File: src/rtl/ysyx_25040101_lsu_bus.sv
// ysyx_25040101_lsu_bus
//   Multi-cycle load/store unit sitting between the EXU and a valid/ready
//   memory bus. It accepts one byte/half/word(/double) request at a time,
//   issues a word-aligned bus request with byte strobes and lane-shifted
//   store data, waits for the bus response (loads and store acks alike) and
//   returns zero- or sign-extended load data with a one-cycle rsp_valid_o.
//
// Ports
//   clk, rst_n          clock (rising edge), asynchronous active-low reset
//   req_valid_i/ready_o EXU request handshake (ready only while idle)
//   req_we_i            1 = store, 0 = load
//   req_size_i          0 = byte, 1 = half, 2 = word, 3 = double
//   req_sext_i          sign-extend the load result
//   req_addr_i          byte address
//   req_wdata_i         LSB-justified store data
//   rsp_valid_o         one-cycle completion pulse
//   rsp_rdata_o         extended load data (0 for stores and faults)
//   rsp_err_o           fault / bus error, qualified by rsp_valid_o
//   mem_valid_o/ready_i bus request handshake
//   mem_we_o            bus write
//   mem_addr_o          aligned address (lane bits forced to 0)
//   mem_wstrb_o         byte enables (all 0 on reads)
//   mem_wdata_o         store data moved to its byte lanes
//   mem_rvalid_i        bus response valid (read data or write ack)
//   mem_rdata_i         full aligned bus word
//   mem_rerr_i          bus error, qualified by mem_rvalid_i
//
// Configuration
//   LSU_MISALIGN_CHECK_EN  when defined, an address that is not a multiple of
//   the access size faults without touching the bus. When undefined, bytes
//   that run past the end of the aligned word wrap around to lane 0.
module ysyx_25040101_lsu_bus #(
  parameter int ADDR_W = 32,
  parameter int XLEN   = 32
) (
  input  logic              clk,
  input  logic              rst_n,
  input  logic              req_valid_i,
  output logic              req_ready_o,
  input  logic              req_we_i,
  input  logic [1:0]        req_size_i,
  input  logic              req_sext_i,
  input  logic [ADDR_W-1:0] req_addr_i,
  input  logic [XLEN-1:0]   req_wdata_i,
  output logic              rsp_valid_o,
  output logic [XLEN-1:0]   rsp_rdata_o,
  output logic              rsp_err_o,
  output logic              mem_valid_o,
  input  logic              mem_ready_i,
  output logic              mem_we_o,
  output logic [ADDR_W-1:0] mem_addr_o,
  output logic [XLEN/8-1:0] mem_wstrb_o,
  output logic [XLEN-1:0]   mem_wdata_o,
  input  logic              mem_rvalid_i,
  input  logic [XLEN-1:0]   mem_rdata_i,
  input  logic              mem_rerr_i
);

  localparam int STRB_W = XLEN / 8;
  localparam int LANE_W = $clog2(STRB_W);

  typedef enum logic [1:0] {
    S_IDLE,
    S_REQ,
    S_WAIT,
    S_RESP
  } state_t;

  state_t state, state_nxt;

  logic              we_p0;
  logic [1:0]        size_p0;
  logic              sext_p0;
  logic [ADDR_W-1:0] addr_p0;
  logic [XLEN-1:0]   wdata_p0;
  logic [LANE_W-1:0] lane_p0;

  logic [XLEN-1:0]   rdata_p1;
  logic              err_p1;

  logic              size_err;
  logic              misalign;
  logic              req_fault;

  // Byte-enable pattern of an access of 1<<size bytes starting at lane 0.
  function automatic logic [STRB_W-1:0] size_mask(input logic [1:0] size);
    logic [STRB_W-1:0] m;
    for (int i = 0; i < STRB_W; i++) begin
      m[i] = (i < (1 << size));
    end
    return m;
  endfunction

  function automatic logic [XLEN-1:0] byte_expand(input logic [STRB_W-1:0] m);
    logic [XLEN-1:0] r;
    for (int i = 0; i < XLEN; i++) begin
      r[i] = m[i/8];
    end
    return r;
  endfunction

  // Rotations rather than shifts so that a misaligned access wraps inside
  // the aligned word; for aligned accesses they behave exactly like shifts.
  function automatic logic [XLEN-1:0] rotl_data(input logic [XLEN-1:0] x,
                                                input logic [LANE_W-1:0] lane);
    logic [2*XLEN-1:0] d;
    d = {x, x} << {lane, 3'b000};
    return d[2*XLEN-1:XLEN];
  endfunction

  function automatic logic [XLEN-1:0] rotr_data(input logic [XLEN-1:0] x,
                                                input logic [LANE_W-1:0] lane);
    logic [2*XLEN-1:0] d;
    d = {x, x} >> {lane, 3'b000};
    return d[XLEN-1:0];
  endfunction

  function automatic logic [STRB_W-1:0] rotl_strb(input logic [STRB_W-1:0] m,
                                                  input logic [LANE_W-1:0] lane);
    logic [2*STRB_W-1:0] d;
    d = {m, m} << lane;
    return d[2*STRB_W-1:STRB_W];
  endfunction

  // Truncate to the access size, then fill the upper bits with zeros or
  // with the top bit of the highest accessed byte.
  function automatic logic [XLEN-1:0] load_ext(input logic [XLEN-1:0] rot,
                                               input logic [1:0]      size,
                                               input logic            sext);
    logic [STRB_W-1:0] m;
    logic [XLEN-1:0]   r;
    logic              sbit;
    m    = size_mask(size);
    sbit = 1'b0;
    for (int i = 0; i < STRB_W; i++) begin
      if (m[i]) sbit = rot[8*i+7];
    end
    for (int i = 0; i < XLEN; i++) begin
      r[i] = m[i/8] ? rot[i] : (sext & sbit);
    end
    return r;
  endfunction

`ifdef LSU_MISALIGN_CHECK_EN
  function automatic logic [LANE_W-1:0] align_mask(input logic [1:0] size);
    logic [LANE_W-1:0] m;
    for (int i = 0; i < LANE_W; i++) begin
      m[i] = (i < int'(size));
    end
    return m;
  endfunction

  assign misalign = |(req_addr_i[LANE_W-1:0] & align_mask(req_size_i));
`else
  assign misalign = 1'b0;
`endif

  assign size_err  = (XLEN == 32) && (req_size_i == 2'd3);
  assign req_fault = size_err | misalign;
  assign lane_p0   = addr_p0[LANE_W-1:0];

  always_comb begin
    state_nxt = state;
    case (state)
      S_IDLE: if (req_valid_i) state_nxt = req_fault ? S_RESP : S_REQ;
      S_REQ:  if (mem_ready_i) state_nxt = S_WAIT;
      S_WAIT: if (mem_rvalid_i) state_nxt = S_RESP;
      S_RESP: state_nxt = S_IDLE;
      default: state_nxt = S_IDLE;
    endcase
  end

  always_ff @(posedge clk or negedge rst_n) begin
    if (!rst_n) begin
      state  <= S_IDLE;
      err_p1 <= 1'b0;
    end else begin
      state <= state_nxt;
      if (state == S_IDLE && req_valid_i) begin
        err_p1 <= req_fault;
      end else if (state == S_WAIT && mem_rvalid_i) begin
        err_p1 <= mem_rerr_i;
      end
    end
  end

  // Stage p0: request captured at accept, held through the bus transaction.
  // Stage p1: bus response captured in WAIT, presented during RESP.
  always_ff @(posedge clk) begin
    if (state == S_IDLE && req_valid_i) begin
      we_p0    <= req_we_i;
      size_p0  <= req_size_i;
      sext_p0  <= req_sext_i;
      addr_p0  <= req_addr_i;
      wdata_p0 <= req_wdata_i;
    end
    if (state == S_WAIT && mem_rvalid_i) begin
      rdata_p1 <= (we_p0 || mem_rerr_i) ? '0 :
                  load_ext(rotr_data(mem_rdata_i, lane_p0), size_p0, sext_p0);
    end
  end

  // Outputs decode from the state so that reset forces them all to 0.
  assign req_ready_o = (state == S_IDLE);
  assign rsp_valid_o = (state == S_RESP);
  assign rsp_err_o   = (state == S_RESP) && err_p1;
  assign rsp_rdata_o = (state == S_RESP && !err_p1) ? rdata_p1 : '0;

  assign mem_valid_o = (state == S_REQ);
  assign mem_we_o    = (state == S_REQ) && we_p0;
  assign mem_addr_o  = (state == S_REQ) ?
                       {addr_p0[ADDR_W-1:LANE_W], {LANE_W{1'b0}}} : '0;
  assign mem_wstrb_o = (state == S_REQ && we_p0) ?
                       rotl_strb(size_mask(size_p0), lane_p0) : '0;
  assign mem_wdata_o = (state == S_REQ && we_p0) ?
                       rotl_data(wdata_p0 & byte_expand(size_mask(size_p0)), lane_p0) : '0;

endmodule

File: config.mk
export PLATFORM = sky130hd
export DESIGN_NAME = ysyx_25040101_lsu_bus
export DESIGN_NICKNAME = d
export VERILOG_FILES = /design/src/rtl/ysyx_25040101_lsu_bus.sv
export SDC_FILE = /design/constraint.sdc
export NUM_CORES = 1
export LEC_CHECK = 0
export CORE_UTILIZATION = 35
export DETAILED_ROUTE_END_ITERATION = 8
export PLACE_DENSITY = 0.62
export SLEW_MARGIN = 10
export SYNTH_ARGS = -nofsm -noshare
export SYNTH_HDL_FRONTEND = slang
export SYNTH_SLANG_ARGS = --single-unit
File: constraint.sdc
create_clock -name clk -period 3.7 [get_ports clk]
set_clock_uncertainty 0.2 [all_clocks]
set_input_delay 0.555 -clock clk [delete_from_list [all_inputs] [get_ports clk]]
set_output_delay 0.555 -clock clk [all_outputs]
set_load 0.02 [all_outputs]
## After elaboration in Yosys (flattened, before gate mapping)

Index checks and enable logic that the tools add are counted.

| operators by class | value |
|---|---|
| reductions and logical operators | 10 |
| mux-type cells | 48 |
| bitwise gates (word level) | 2 |
| shift operators | 4 |
| order comparisons | 4 |
| equal/unequal tests | 7 |

Operators with widths:

| operator | number |
|---|---|
| two-way mux 32 bit | 3 |
| less-than comparator 3 x 32 -> 1 bit, first input constant | 2 |
| left shift 64 x 5 -> 64 bit | 1 |
| >> shifter 64 x 5 -> 32 bit | 1 |
| two-way mux 1 bit | 39 |
| AND 32 bit | 1 |
| less-than comparator 1 x 32 -> 1 bit, first input constant | 1 |
| less-than comparator 2 x 32 -> 1 bit, first input constant | 1 |
| left shift 1 x 2 -> 32 bit, first input constant | 1 |
| two-way mux 2 bit | 4 |
| case mux 2 bit (4 select lines) | 1 |
| left shift 8 x 2 -> 8 bit | 1 |
| == test 2 bit, second input constant | 3 |
| logical AND 1 bit | 5 |
| two-way mux 4 bit | 1 |
| inequality test 2 bit, second input constant | 2 |
| AND reduction 3 bit | 1 |
| == test 2 x 1 -> 1 bit, second input constant | 1 |
| logical NOT 2 bit | 1 |
| inequality test 2 x 1 -> 1 bit, second input constant | 1 |
| nonzero test 2 bit | 1 |
| AND 1 bit | 1 |
| logical NOT 1 bit | 1 |
| logical OR 1 bit | 1 |

| storage, ports and cells | value |
|---|---|
| output and inout bits | 105 |
| input bits | 106 |
| register bits after elaboration | 103 |
| logic and storage cells | 83 |

## Depth between registers and ports, before layout

| logic depth | value |
|---|---|
| depth in word-level cells | 9 |
| depth in mapped cells | 8 |
| depth with buffers taken out | 5 |

## Worst setup path after synthesis

Ideal clock, no wire load.

| path | value |
|---|---|
| path type | reg2reg |
| start | register state[0] |
| end | register addr_p0[0] (enable) |
| buffers on the path | 0 |
| data required time | 3.078 ns |
| setup slack | 0.797 ns |
| arrival | 2.281 ns |
| setup time | 0.422 ns |
| cell stages (with the launch flop) | 5 |
| clock period less this slack | 2.903 ns |
| path through | dfrtp_1 > inv_1 > ha_1 > nand2_1 > inv_1 |

| between the ends | value |
|---|---|
| cells in the longest elaborated chain, start to end | 2 |

Ends and longest elaborated chain:

| what | RTL line | source |
|---|---|---|
| from (decl) | 69 | `state_t state, state_nxt;` |
| from (signal assigned) | 178 | `state <= state_nxt;` |
| logical NOT 2 bit | n/a |  |
| named net req_ready_o | 39 | `output logic req_ready_o,` |
| logical AND 1 bit | 190 | `if (state == S_IDLE && req_valid_i) begin` |
| to (signal assigned) | 194 | `addr_p0 <= req_addr_i;` |
| to (decl) | 74 | `logic [ADDR_W-1:0] addr_p0;` |

The timed path passes the listed nets, and every way through them passes these cells.
A chain may end at the register's enable or synchronous reset.

## Worst setup path after layout

| path | value |
|---|---|
| start | register addr_p0[1] |
| end | output mem_wdata_o[22] |

| between the ends | value |
|---|---|
| cells in the longest elaborated chain, start to end | 2 |

Ends and longest elaborated chain:

| what | RTL line | source |
|---|---|---|
| left shift 64 x 5 -> 64 bit | 107 | `d = {x, x} << {lane, 3'b000};` |
| two-way mux 32 bit | 215 | `assign mem_wdata_o = (state == S_REQ && we_p0) ?` |
| to (decl) | 53 | `output logic [XLEN-1:0] mem_wdata_o,` |

No other way between the ends.

==> impl_metrics.ini <==
[status]
status = completed

[global_route]
grt_max_degree = 53
antenna_found_initial = 0
grt_first_pass_wirelength_um = 24900
grt_pass1_vias = 4793
grt_remaining_overflow = 0
grt_usage = 0.184

[final_layout]
fill_cells = 1467
final_area_mm2 = 0.00852
final_common_cell = clkdlybuf4s50_1
final_nets = 817
utilization = 0.514
final_cells = 932
diodes = 0
drive_above_1_share = 0.115
area_growth_syn_to_layout_pct = 43.7
final_cell_mix = 208 x clkdlybuf4s50_1, 100 x edfxtp_1, 73 x and2_1

[timing]
slew_headroom = 0.415
fin_crit_sh = 0.907
min_period_ns = 3.36
finalHoldViolations = 0
setup_violations = 0
setup_tns_ns = 0
fin_worst_hold_slack_ns = 0.189
fmax_mhz = 298
drv_slew = 0
finalWorstSetupSlack_ns = 0.344
worstMarginPinSlew_ns = 0.878
grt_setup_unrepaired = false

[routing]
via_per_inst = 5.09
drt_wl_total_um = 16100
num_vias = 4742
drcViolationCount = 0
ant_nets = 0
drt-pass1-iter-count = 4
drtIter0Drc = 260
routedWlPerCell_um = 17.3

[cts]
clk-insertion-delay-late_ns = 0.36
cts.sinks = 103
cts-htree-levels = 3
postCtsSetupBuffers = 0
clkSlewWorstSetupHoldPaths_ns = 0.08
root_buffer = clkbuf_16
cts_tree = yes
ctsHoldBuffers = 0
cts_resized = 0
cts_buffers = 9
clockBufferDepth = 2

[synthesis]
synthArstFlopShare = 0.0291
synth-edff-count = 100
ys_seq_area_frac = 0.519
synth.avg_cell_area_um2 = 11.5
syn_area_mm2 = 0.00593
yosys_most_used_dff = edfxtp_1
ys_ff_latch = 103
yosysWarnings = 0
synth.distinct_cells = 40
synthCells = 514

[critical_path]
rr_worst_depth = 6
startpoint_type = flip-flop
crit_path_end_kind = primary output
worstPathMaxFanout = 28
r2r-start = addr_p0[1]$_DFFE_PP_
crit_type = flip-flop to primary output
reg2reg_to = rdata_p1[15]$_SDFFCE_PP0P_
arrival_ns = 2.60
cp.required_ns = 2.94
r2r_slack_ns = 0.75

[place]
dp_hpwl_um = 11900
pre_cts_ws_ns = 0.744
gp_congestion = 0.800
dp.cells = 916
portBuffers = 208
place_area_mm2 = 0.00821

[floorplan]
core_mm2 = 0.0166
die_area_mm2 = 0.0175
initial_core_util = 0.358
pin_count = 211
core.rowCount = 47
dieWidth_um = 132
die_h_um = 132

[power_and_ir_drop]
power.leakage_nw = 3.03
ir_drop_mv = 0.373
power_mw = 4.64
pwr_density_cell_mw_per_mm2 = 544

[flow_run]
drv_cap = 0

[min_path]
hp-class = input pin to async pin
[synthesized netlist by cell type, types with 2 or more instances]
cell type  number  area [µm²]
nor2b_1        25         156
and3_1          2        12.5
nor2_1         22        82.6
nor3_1          8        40.0
and2_1         73         457
o21ai_1        11        55.1
o21ai_0        32         160
buf_4           6        45.0
nand2_1        28         105
edfxtp_1      100        3000
inv_1           7        26.3
buf_2          16        80.1
clkbuf_1       22        82.6
dfrtp_1         3        75.1
a21oi_1        23         115
a21oi_2        10        87.6
mux2_2         15         169
mux4_2         16         360
a22oi_1        15         113
mux2i_1        19         190
ha_1            4        50.1
clkinv_1        2        7.51
o21a_1          7        52.6
buf_6           2        22.5
a211oi_1       31         233
[final cells by class]
class	instances	area [µm²]	share of cell area
clock buffer	9	225	0.0264
clock inverter	7	88.8	0.0104
inverter	9	33.8	0.00396
multi-input combinational	356	2580	0.302
sequential	103	3080	0.361
tap	220	275	0.0323
timing repair buffer	228	2240	0.263
[power breakdown]
part | total, mW | internal [mW] | switching [mW]
Clock | 0.975 | 0.486 | 0.488
Sequential | 1.67 | 1.57 | 0.0984
Combinational | 2.00 | 0.907 | 1.09
[worst max-delay path by stage]
stage                          from  cells after the start                   end  slack (ns)
3_3_place_gp   size_p0[1]$_DFFE_PP_                      5        mem_wdata_o[2]        0.73
6_report       addr_p0[1]$_DFFE_PP_                      4       mem_wdata_o[22]        0.34
3_5_place_dp   addr_p0[1]$_DFFE_PP_                      4       mem_wdata_o[22]        0.74
2_1_floorplan  state[0]$_DFFE_PN0P_                      4  addr_p0[0]$_DFFE_PP_        0.80
4_1_cts        state[1]$_DFFE_PN0P_                      6       mem_wdata_o[22]        0.32
5_1_grt        addr_p0[1]$_DFFE_PP_                      4       mem_wdata_o[16]        0.18
[routing by layer]
layer | GRT usage | routed length (µm) | vias to the layer above
met4 | 0.0920 | 529 | 0
met5 | 0 | 0 | -
met3 | 0.0415 | 951 | 28
met1 | 0.216 | 6680 | 2257
met2 | 0.316 | 7920 | 174
li1 | - | - | 2283
[worst max-delay path, stage by stage, from the launching register on]
cell and delay (ns):
edfxtp_1 0.92, buf_4 0.31, nor2b_1 0.06, a211oi_1 0.28
clkdlybuf4s50_1 0.66
[flip-flops by register name (all words and copies together) (netlist names)]
signal	count
addr_p0	32
err_p1	1
rdata_p1	32
sext_p0	1
size_p0	2
state	2
wdata_p0	32
we_p0	1
[cell families (layout without fill, tap and decap cells)]
group,count (synthesis),after routing,synth area share
simple gates,163,163,0.151
other cells,1,2,0.000632
compound gates,136,136,0.150
flops,103,103,0.519
fa+ha+maj,4,4,0.00844
buf+inv,56,253,0.0470
mux,51,51,0.124
Power figures use the tool's default switching activity.
